### src/rtl/exe_div_ctrl_pkg.sv
// Shared definitions for the EXE-stage divider sequencer: state encodings
// and default sizing.
package exe_div_ctrl_pkg;

  localparam int DIV_WIDTH_DEF  = 32;
  localparam int DIV_CYCLES_DEF = 32;

  typedef enum logic [1:0] {
    DIV_IDLE = 2'd0,
    DIV_BUSY = 2'd1,
    DIV_DONE = 2'd2
  } div_state_e;

endpackage

### src/rtl/exe_div_ctrl_iter.sv
// div_iter: one radix-2 restoring division step, purely combinational.
// {rem,quo} shifts left by one; if the widened partial remainder is at least
// the divisor it is reduced and a 1 enters the quotient LSB.
module div_iter #(
  parameter int WIDTH = 32
) (
  input  logic [WIDTH-1:0] rem_in,
  input  logic [WIDTH-1:0] quo_in,
  input  logic [WIDTH-1:0] divisor,
  output logic [WIDTH-1:0] rem_out,
  output logic [WIDTH-1:0] quo_out
);

  logic [WIDTH:0] shifted;
  logic           ge;

  // Compare is WIDTH+1 bits wide; the difference always fits in WIDTH bits
  // because the partial remainder entering a step is below the divisor.
  // With a zero divisor every step subtracts nothing, which yields an
  // all-ones quotient and returns the dividend as remainder.
  always_comb begin
    shifted = {rem_in, quo_in[WIDTH-1]};
    ge      = (shifted >= {1'b0, divisor});
    rem_out = ge ? (shifted[WIDTH-1:0] - divisor) : shifted[WIDTH-1:0];
    quo_out = {quo_in[WIDTH-2:0], ge};
  end

endmodule

### src/rtl/exe_div_ctrl.sv
// exe_div_ctrl: sequencer for the multi-cycle integer divider in EXE.
// Captures magnitudes and sign information, iterates one quotient bit per
// cycle, then holds es_ready_go high in DONE until MEM accepts.
//
// state    | meaning
// ---------+---------------------------------------------------------
// DIV_IDLE | no divide in flight; captures a new div from EXE
// DIV_BUSY | restoring iterations running, EXE stalled
// DIV_DONE | div_result valid, waiting for MEM to accept
import exe_div_ctrl_pkg::*;

module exe_div_ctrl #(
  parameter int WIDTH      = DIV_WIDTH_DEF,
  parameter int DIV_CYCLES = DIV_CYCLES_DEF
) (
  input  logic             clk,
  input  logic             rst,
  input  logic             es_valid,
  input  logic             div_req,
  input  logic             div_signed,
  input  logic             div_rem,
  input  logic [WIDTH-1:0] div_src1,
  input  logic [WIDTH-1:0] div_src2,
  input  logic             ms_allow_in,
  input  logic             flush,
  output logic             es_ready_go,
  output logic [WIDTH-1:0] div_result,
  output logic             div_busy
);

  localparam int CW = (DIV_CYCLES > 1) ? $clog2(DIV_CYCLES) : 1;
  localparam logic [CW-1:0] LAST_ITER = CW'(DIV_CYCLES - 1);

  div_state_e       state_q, state_d;
  logic [CW-1:0]    iter_cnt;
  logic [WIDTH-1:0] divisor_q;
  logic [WIDTH-1:0] rem_q;
  logic [WIDTH-1:0] quo_q;
  logic             quo_neg_q;
  logic             rem_neg_q;
  logic             rem_sel_q;

  logic             div_here;
  logic             start;
  logic             last_step;
  logic             src1_neg;
  logic             src2_neg;
  logic [WIDTH-1:0] src1_abs;
  logic [WIDTH-1:0] src2_abs;
  logic [WIDTH-1:0] step_rem;
  logic [WIDTH-1:0] step_quo;
  logic [WIDTH-1:0] quo_fix;
  logic [WIDTH-1:0] rem_fix;

  div_iter #(.WIDTH(WIDTH)) u_div_iter (
    .rem_in  (rem_q),
    .quo_in  (quo_q),
    .divisor (divisor_q),
    .rem_out (step_rem),
    .quo_out (step_quo)
  );

  // Handshake, operand magnitude and sign-correction helpers.
  always_comb begin
    div_here    = es_valid && div_req;
    start       = (state_q == DIV_IDLE) && div_here && !flush;
    last_step   = (state_q == DIV_BUSY) && (iter_cnt == LAST_ITER);
    es_ready_go = !div_here || (state_q == DIV_DONE);
    div_busy    = (state_q != DIV_IDLE);
    src1_neg    = div_signed && div_src1[WIDTH-1];
    src2_neg    = div_signed && div_src2[WIDTH-1];
    src1_abs    = src1_neg ? -div_src1 : div_src1;
    src2_abs    = src2_neg ? -div_src2 : div_src2;
    quo_fix     = quo_neg_q ? -step_quo : step_quo;
    rem_fix     = rem_neg_q ? -step_rem : step_rem;
  end

  // State register.
  always_ff @(posedge clk) begin
    if (rst) state_q <= DIV_IDLE;
    else     state_q <= state_d;
  end

  // Next-state logic; flush overrides every other transition.
  always_comb begin
    state_d = state_q;
    case (state_q)
      DIV_IDLE: if (div_here)    state_d = DIV_BUSY;
      DIV_BUSY: if (last_step)   state_d = DIV_DONE;
      DIV_DONE: if (ms_allow_in) state_d = DIV_IDLE;
      default:                   state_d = DIV_IDLE;
    endcase
    if (flush) state_d = DIV_IDLE;
  end

  // Operand capture, iteration and result registration.
  always_ff @(posedge clk) begin
    if (rst) begin
      iter_cnt   <= '0;
      divisor_q  <= '0;
      rem_q      <= '0;
      quo_q      <= '0;
      quo_neg_q  <= 1'b0;
      rem_neg_q  <= 1'b0;
      rem_sel_q  <= 1'b0;
      div_result <= '0;
    end else if (flush) begin
      iter_cnt <= '0;
    end else if (start) begin
      iter_cnt  <= '0;
      divisor_q <= src2_abs;
      rem_q     <= '0;
      quo_q     <= src1_abs;
      quo_neg_q <= src1_neg ^ src2_neg;
      rem_neg_q <= src1_neg;
      rem_sel_q <= div_rem;
    end else if (state_q == DIV_BUSY) begin
      rem_q <= step_rem;
      quo_q <= step_quo;
      if (last_step) begin
        iter_cnt   <= '0;
        div_result <= rem_sel_q ? rem_fix : quo_fix;
      end else begin
        iter_cnt <= iter_cnt + CW'(1);
      end
    end
  end

endmodule

### config.mk
export PLATFORM = sky130hd
export DESIGN_NAME = exe_div_ctrl
export DESIGN_NICKNAME = d
export VERILOG_FILES = /design/src/rtl/exe_div_ctrl_pkg.sv /design/src/rtl/exe_div_ctrl_iter.sv /design/src/rtl/exe_div_ctrl.sv
export SDC_FILE = /design/constraint.sdc
export NUM_CORES = 1
export LEC_CHECK = 0
export CELL_PAD_IN_SITES_DETAIL_PLACEMENT = 1
export CELL_PAD_IN_SITES_GLOBAL_PLACEMENT = 2
export CORE_MARGIN = 3
export CORE_UTILIZATION = 34
export CTS_CLUSTER_DIAMETER = 60
export DETAILED_ROUTE_END_ITERATION = 10
export HOLD_SLACK_MARGIN = 0.08
export MAX_ROUTING_LAYER = met4
export PLACE_DENSITY_LB_ADDON = 0.15
export SLEW_MARGIN = 20
export SYNTH_ARGS = -nofsm -noshare
export SYNTH_HDL_FRONTEND = slang
export SYNTH_SLANG_ARGS = --single-unit
### constraint.sdc
create_clock -name clk -period 5.1 [get_ports clk]
set_clock_uncertainty 0.2 [all_clocks]
set_input_delay 1.02 -clock clk [delete_from_list [all_inputs] [get_ports clk]]
set_output_delay 1.02 -clock clk [all_outputs]
set_load 0.05 [all_outputs]
==> metrics, run 1 <==
status completed; Compound-Gate Fraction of Synth Area 0.277; Die Area 35200 µm²; mapped cell area 11200 µm²; critical path, cell by cell ha_1 > nand2_1 > o21a_1 > a211oi_1 > nor3_1 > xnor2_1 > o32ai_1 > nand4_1 > o41ai_1 > xor2_1 > a211oi_1; DP HPWL 33000 µm; xor-xnor portion of the synthesized cell area 0.0967; num ports 106; Post-synth EDFFs 0; clk root buf clkbuf_16; VDD IR-drop max 277 µV; Initial Utilization 0.350; Post-Synth Adder-Cell Area 0.0441; CTS tree done; RSZ-0062 raised after global routing false; most used cell, CP a211oi_1; main combinational cell family by area after synthesis compound AO/OA/AOI/OAI gates; max_cap viols 0; Max-slew headroom 0.369; CTS clk-pin slew, worst paths 0.07 ns; dpl cells 2006; Post-CTS Setup Bufs 0; Worst-Skew Late Latency 0.44 ns; min-delay worst type register to register; total routed wirelength 42700 µm; Tmin final 4.71 ns; fraction of layout cells with a size suffix above 1 0.0624; fmax 212 MHz; Fill cells 3990; WP data arrival 4.87 ns; Sink Count 138; synth unique cells 87; Slew @ Worst Pin 0.947 ns; hold buffers post-CTS 0; Starting DRT DRC Count 664; Max Slew Vio Count 0; number of H-tree levels 4; P_leak 4.74 nW; largest net degree at the start of global routing 84; Chip Height 188 µm; P&R area growth vs syn 18.3%; Die X 188 µm; first-pass GRT wire length 67200 µm; Main synth FF type dfxtp_1; vias in the first global route 11.8k; std cell rows 65; Placeable Area 32000 µm²; CP required 5.25 ns; Cells after Synth 1543; drt pass-1 iters 6; vias per cell 5.75; cell area power density 299 nW/µm²; nets@finish 1701; ranking of synthesized cells by area dfxtp_1, nor2_1, nand2_1, xor2_1, a21oi_1; Synth async-reset ratio 0; post-synth top area cell dfxtp_1; setup TNS 0 ns; gpl congestion 0.945; most common cell in the netlist nor2_1; Num CTS Buffers 17; post-synth top area share 0.246; Syn Area/Cell 7.28 µm²; slowest cell on the critical path a211oi_1; Routed wire per std cell 21.0 µm; Max FO, Critical Path 12; max incr delay on CP 0.61 ns; via count 11.7k; number of synthesized register bits 138; Remaining Overflow, GRT 0; Crit. End Element register; mux contribution to synthesized area 0.0207; synth cell count leaders nor2_1, nand2_1, dfxtp_1, a21oi_1, clkbuf_1; Syn Nets 1654; Residual DRC 0; WHS 0.255 ns; Worst setup SP type register; post_cts resized 0; Synth Area in Simple Gates 0.256; Final ANT Viol Nets 0; Setup violations, final 0; antenna violations before repair 1; gr usage total 0.245; Port Buffers 105; number of warnings issued by yosys 0; sequential-to-total area share from yosys stat 0.246; crit path kind register to register; Clock Path Buffers 2; Final Hold Fails 0; non-filler cells in the finished layout 2039; Final Cycle Share 0.924
-- sequential cells by signal, indices dropped and copies added (netlist names) --
name and count:
quo_neg_q 1, state_q 2, iter_cnt 5, div_result 32, quo_q 32, rem_q 32
divisor_q 32, rem_neg_q 1, rem_sel_q 1
-- layout by cell type, fill, tap and decap left out, types with 13 or more instances in the layout --
| cell | Yosys | layout |
|---|---|---|
| nor2_1 | 206 | 204 |
| nand2_1 | 180 | 180 |
| dfxtp_1 | 138 | 138 |
| a21oi_1 | 107 | 107 |
| clkdlybuf4s50_1 | 0 | 104 |
| xor2_1 | 67 | 67 |
| xnor2_1 | 57 | 57 |
| o21ai_0 | 56 | 56 |
| inv_1 | 55 | 55 |
| a211oi_1 | 48 | 48 |
| nor3_1 | 46 | 45 |
| nand3_1 | 43 | 43 |
| ha_1 | 38 | 38 |
| a311oi_1 | 36 | 36 |
| a31oi_1 | 35 | 35 |
| buf_4 | 4 | 29 |
| o31ai_1 | 25 | 25 |
| nor4_1 | 22 | 22 |
| mux2i_1 | 21 | 21 |
| nand4_1 | 19 | 19 |
| clkbuf_16 | 0 | 17 |
| o41ai_1 | 13 | 13 |
-- power breakdown --
part,switching (W),internal (W)
Sequential,0.0000324,0.00111
Clock,0.000552,0.000869
Combinational,0.000922,0.000493
Total,0.00151,0.00247
-- worst paths after layout --
check                                   from                     endpoint  slack [ns]  cells after the start
setup / recovery       rem_q[9]$_SDFFE_PP0P_  div_result[28]$_SDFFE_PP0P_        0.39                     11
hold / removal    divisor_q[21]$_SDFFE_PP0P_   divisor_q[21]$_SDFFE_PP0P_        0.26                      2
setup reg to reg       rem_q[9]$_SDFFE_PP0P_  div_result[28]$_SDFFE_PP0P_        0.39                     11
hold reg to reg   divisor_q[21]$_SDFFE_PP0P_   divisor_q[21]$_SDFFE_PP0P_        0.26                      2
-- cell families after synthesis --
| group | count (synthesis) |
|---|---|
| simple gates | 616 |
| buf+inv | 164 |
| fa+ha+maj | 39 |
| flops | 138 |
| compound gates | 439 |
| xor+xnor | 124 |
| mux | 23 |
-- metal layers --
layer | share of wire | vias to the layer above | global-route usage
met5 | 0 | - | -
met4 | 0.016 | 0 | 0.0563
met3 | 0.031 | 38 | 0.0337
met2 | 0.46 | 193 | 0.385
met1 | 0.49 | 5772 | 0.337
li1 | - | 5729 | -
-- area by class of cell --
class,instances,area [µm²],share of cell area
multi-input cells,1241,7810,0.588
flip-flops and latches,138,2760,0.208
repair buffers,135,1300,0.0977
well taps,435,544,0.0410
clock buffers,17,425,0.0320
clock inverters,15,224,0.0169
inverters,57,216,0.0163
diodes,1,2.50,0.000188
-- worst max-delay path: cells and delay by family, from the launching register on --
kind,cells,cell delay [ns]
DFF,1,0.41
and+or+nand+nor,3,0.92
AOI/OAI and AO/OA,5,2.14
xor gates and xnor gates,2,0.35
adders and majority gates,1,0.59
-- stage by stage --
step                cell area (µm²)  power (W)  utilization  setup WS [ns]
detailed placement            12600    0.00257        0.394          0.511
global placement              12600    0.00256        0.394          0.364
global route                  13300    0.00416        0.415         0.0533
finish                        13300    0.00398        0.415          0.386
CTS                           13300    0.00399        0.415          0.471
floorplan                     11200    0.00209            -          0.638
Power figures use the tool's default switching activity.
==> inputs of run 2 (changes only) <==
--- a/config.mk
+++ b/config.mk
@@ -7,12 +7,10 @@
 export LEC_CHECK = 0
 export CELL_PAD_IN_SITES_DETAIL_PLACEMENT = 1
 export CELL_PAD_IN_SITES_GLOBAL_PLACEMENT = 2
-export CORE_MARGIN = 3
 export CORE_UTILIZATION = 34
 export CTS_CLUSTER_DIAMETER = 60
 export DETAILED_ROUTE_END_ITERATION = 10
 export HOLD_SLACK_MARGIN = 0.08
-export MAX_ROUTING_LAYER = met4
 export PLACE_DENSITY_LB_ADDON = 0.15
 export SLEW_MARGIN = 20
 export SYNTH_ARGS = -nofsm -noshare
==> metrics, run 2 (synthesized netlist as in run 1, its figures left out) <==
status completed; Setup crit start rem_q[10]$_SDFFE_PP0P_; first-pass GRT wire length 66500 µm (-1.1%); Logic pwr share 0.372 (+0.016); Initial Utilization 0.345 (-0.00531); critical path, cell by cell ha_1 > a21oi_1 > o21ai_0 > a211o_1 > a2111oi_0 > a311oi_1 > o41ai_1 > nand2_1 > nor3_1 > nand3_1 > a311oi_1; P_leak 4.71 nW (-0.70%); fraction of layout cells with a size suffix above 1 0.0629 (+0.000545); max_cap viols 0 (unchanged); Reg-to-Reg Start rem_q[10]$_SDFFE_PP0P_; P&R area growth vs syn 17.9%; total routed wirelength 42900 µm (+0.33%); RSZ-0062 raised after global routing false; hold wc startpoint divisor_q[31]$_SDFFE_PP0P_; Max FO, Critical Path 10 (-2); gr usage total 0.256 (+0.0106); std cell rows 66 (+1.5%); Placeable Area 32500 µm² (+1.5%); number of diodes 0 (-1); most used cell, CP a311oi_1; Sw Share 0.390 (+0.0106); Cell Int Power 0.00236 W (-4.4%); Residual DRC 0 (unchanged); hold buffers post-CTS 0 (unchanged); Clock Path Buffers 2 (unchanged); Sink Count 138 (unchanged); Starting DRT DRC Count 677 (+2.0%); Worst-Skew Late Latency 0.45 ns (about the same); crit path kind register to register; VDD IR-drop max 252 µV (-8.9%); gpl congestion 0.893 (-5.4%); Design Power 0.00387 W (-2.7%); most frequent cells in the layout nor2_1, nand2_1, dfxtp_1; CTS clk-pin slew, worst paths 0.07 ns (about the same); clk root buf clkbuf_16; Die Area 33800 µm² (-4.2%); CP required 5.25 ns (about the same); via count 11.7k (-0.10%); Worst setup SP type register; cell family with most CP delay compound AO/OA/AOI/OAI gates; Clock Power Share 0.333 (-0.024); num ports 106 (unchanged); Remaining Overflow, GRT 0 (unchanged); Max-slew headroom 0.307 (-0.0616); reg2reg setup slack 0.41 ns (+0.02 ns); WP buf/inv 0 (unchanged); vias in the first global route 11.6k (-2.3%); Final Cycle Share 0.920 (-0.00482); min-delay worst type register to register; Tmin final 4.69 ns (-0.0246 ns); Seq pwr share 0.295 (+0.008); Setup violations, final 0 (unchanged); Final Hold Fails 0 (unchanged); fmax 213 MHz (+0.52%); slowest cell on the critical path o41ai_1; Psw 0.00151 W (about the same); Post-Place Worst Slack 0.517 ns (+0.00574 ns); Max Slew Vio Count 0 (unchanged); Chip Height 184 µm (-2.1%); setup TNS 0 ns (unchanged); antenna violations before repair 0 (-1); Routed wire per std cell 20.9 µm (about the same); number of H-tree levels 4 (unchanged); Fill cells 4073 (+2.1%); Num CTS Buffers 17 (unchanged); Crit. End Element register; DP HPWL 33000 µm (about the same); nets@finish 1704 (+0.18%); max incr delay on CP 0.55 ns (-0.06 ns); post_cts resized 0 (unchanged); Die X 184 µm (-2.1%); Post-CTS Setup Bufs 0 (unchanged); drt pass-1 iters 5 (-1); most common cell after layout, fill and taps aside nor2_1; Slew @ Worst Pin 1.03 ns (+0.0867 ns); Setup WS post-layout 0.410 ns (+0.0246 ns); vias per cell 5.73 (-0.49%); WP data arrival 4.84 ns (-0.03 ns); CTS tree done; largest net degree at the start of global routing 76 (-9.5%); cell area power density 292 nW/µm² (-2.3%); Final ANT Viol Nets 0 (unchanged); Port Buffers 105 (unchanged)
## run 2: cell types whose count changed in the layout (fill, tap and decap cells not counted), sizes merged
cell | before | now
clkinv | 8 | 6
diode | 1 | 0
inv | 57 | 56
buf | 31 | 34
clkbuf | 17 | 20
bufinv | 5 | 2
clkinvlp | 2 | 4
## run 2: worst paths after layout
path	end	cells after the start
worst min-delay path	divisor_q[31]$_SDFFE_PP0P_	2
worst max register to register	div_result[31]$_SDFFE_PP0P_	11
worst max-delay path	div_result[31]$_SDFFE_PP0P_	11
worst min register to register	divisor_q[31]$_SDFFE_PP0P_	2
## run 2: power by group through the flow
stage	clock, W	combinational (W)	sequential [W]
floorplan	0	0.000939	0.00115
global placement	0	0.00142	0.00116
detailed placement	0	0.00143	0.00117
CTS	0.00131	0.00143	0.00114
global route	0.00135	0.00156	0.00115
finish	0.00129	0.00144	0.00114
## run 2: routing by layer
layer	part of all wire	global-route usage	wire length, µm
met1	0.50	0.357	21300
met2	0.45	0.410	19300
met3	0.036	0.0327	1550
met4	0.019	0.0753	805
met5	0	0	0
## run 2: layout make-up
class / count / area [µm²] / area share
clock buffers: 20 / 457 / 0.0345
repair buffers: 138 / 1310 / 0.0989
well taps: 442 / 553 / 0.0418
clock inverters: 11 / 123 / 0.00927
inverters: 57 / 216 / 0.0164
flip-flops and latches: 138 / 2760 / 0.209
multi-input cells: 1241 / 7810 / 0.590
## run 2: worst min-delay path, cell delays in order, from the launching register on
cell and delay [ns]:
dfxtp_1 0.30, nand2_1 0.06, a21oi_1 0.05
## run 2: through the flow
step / hold slack, ns / util / area, µm² / std cells
2_1_floorplan: 0.229 / - / 11200 / 1543
5_1_grt: 0.290 / 0.407 / 13200 / 2047
6_report: 0.260 / 0.407 / 13200 / 2047
3_3_place_gp: 0.244 / 0.389 / 12700 / 2016
4_1_cts: 0.265 / 0.407 / 13200 / 2047
3_5_place_dp: 0.257 / 0.389 / 12700 / 2016
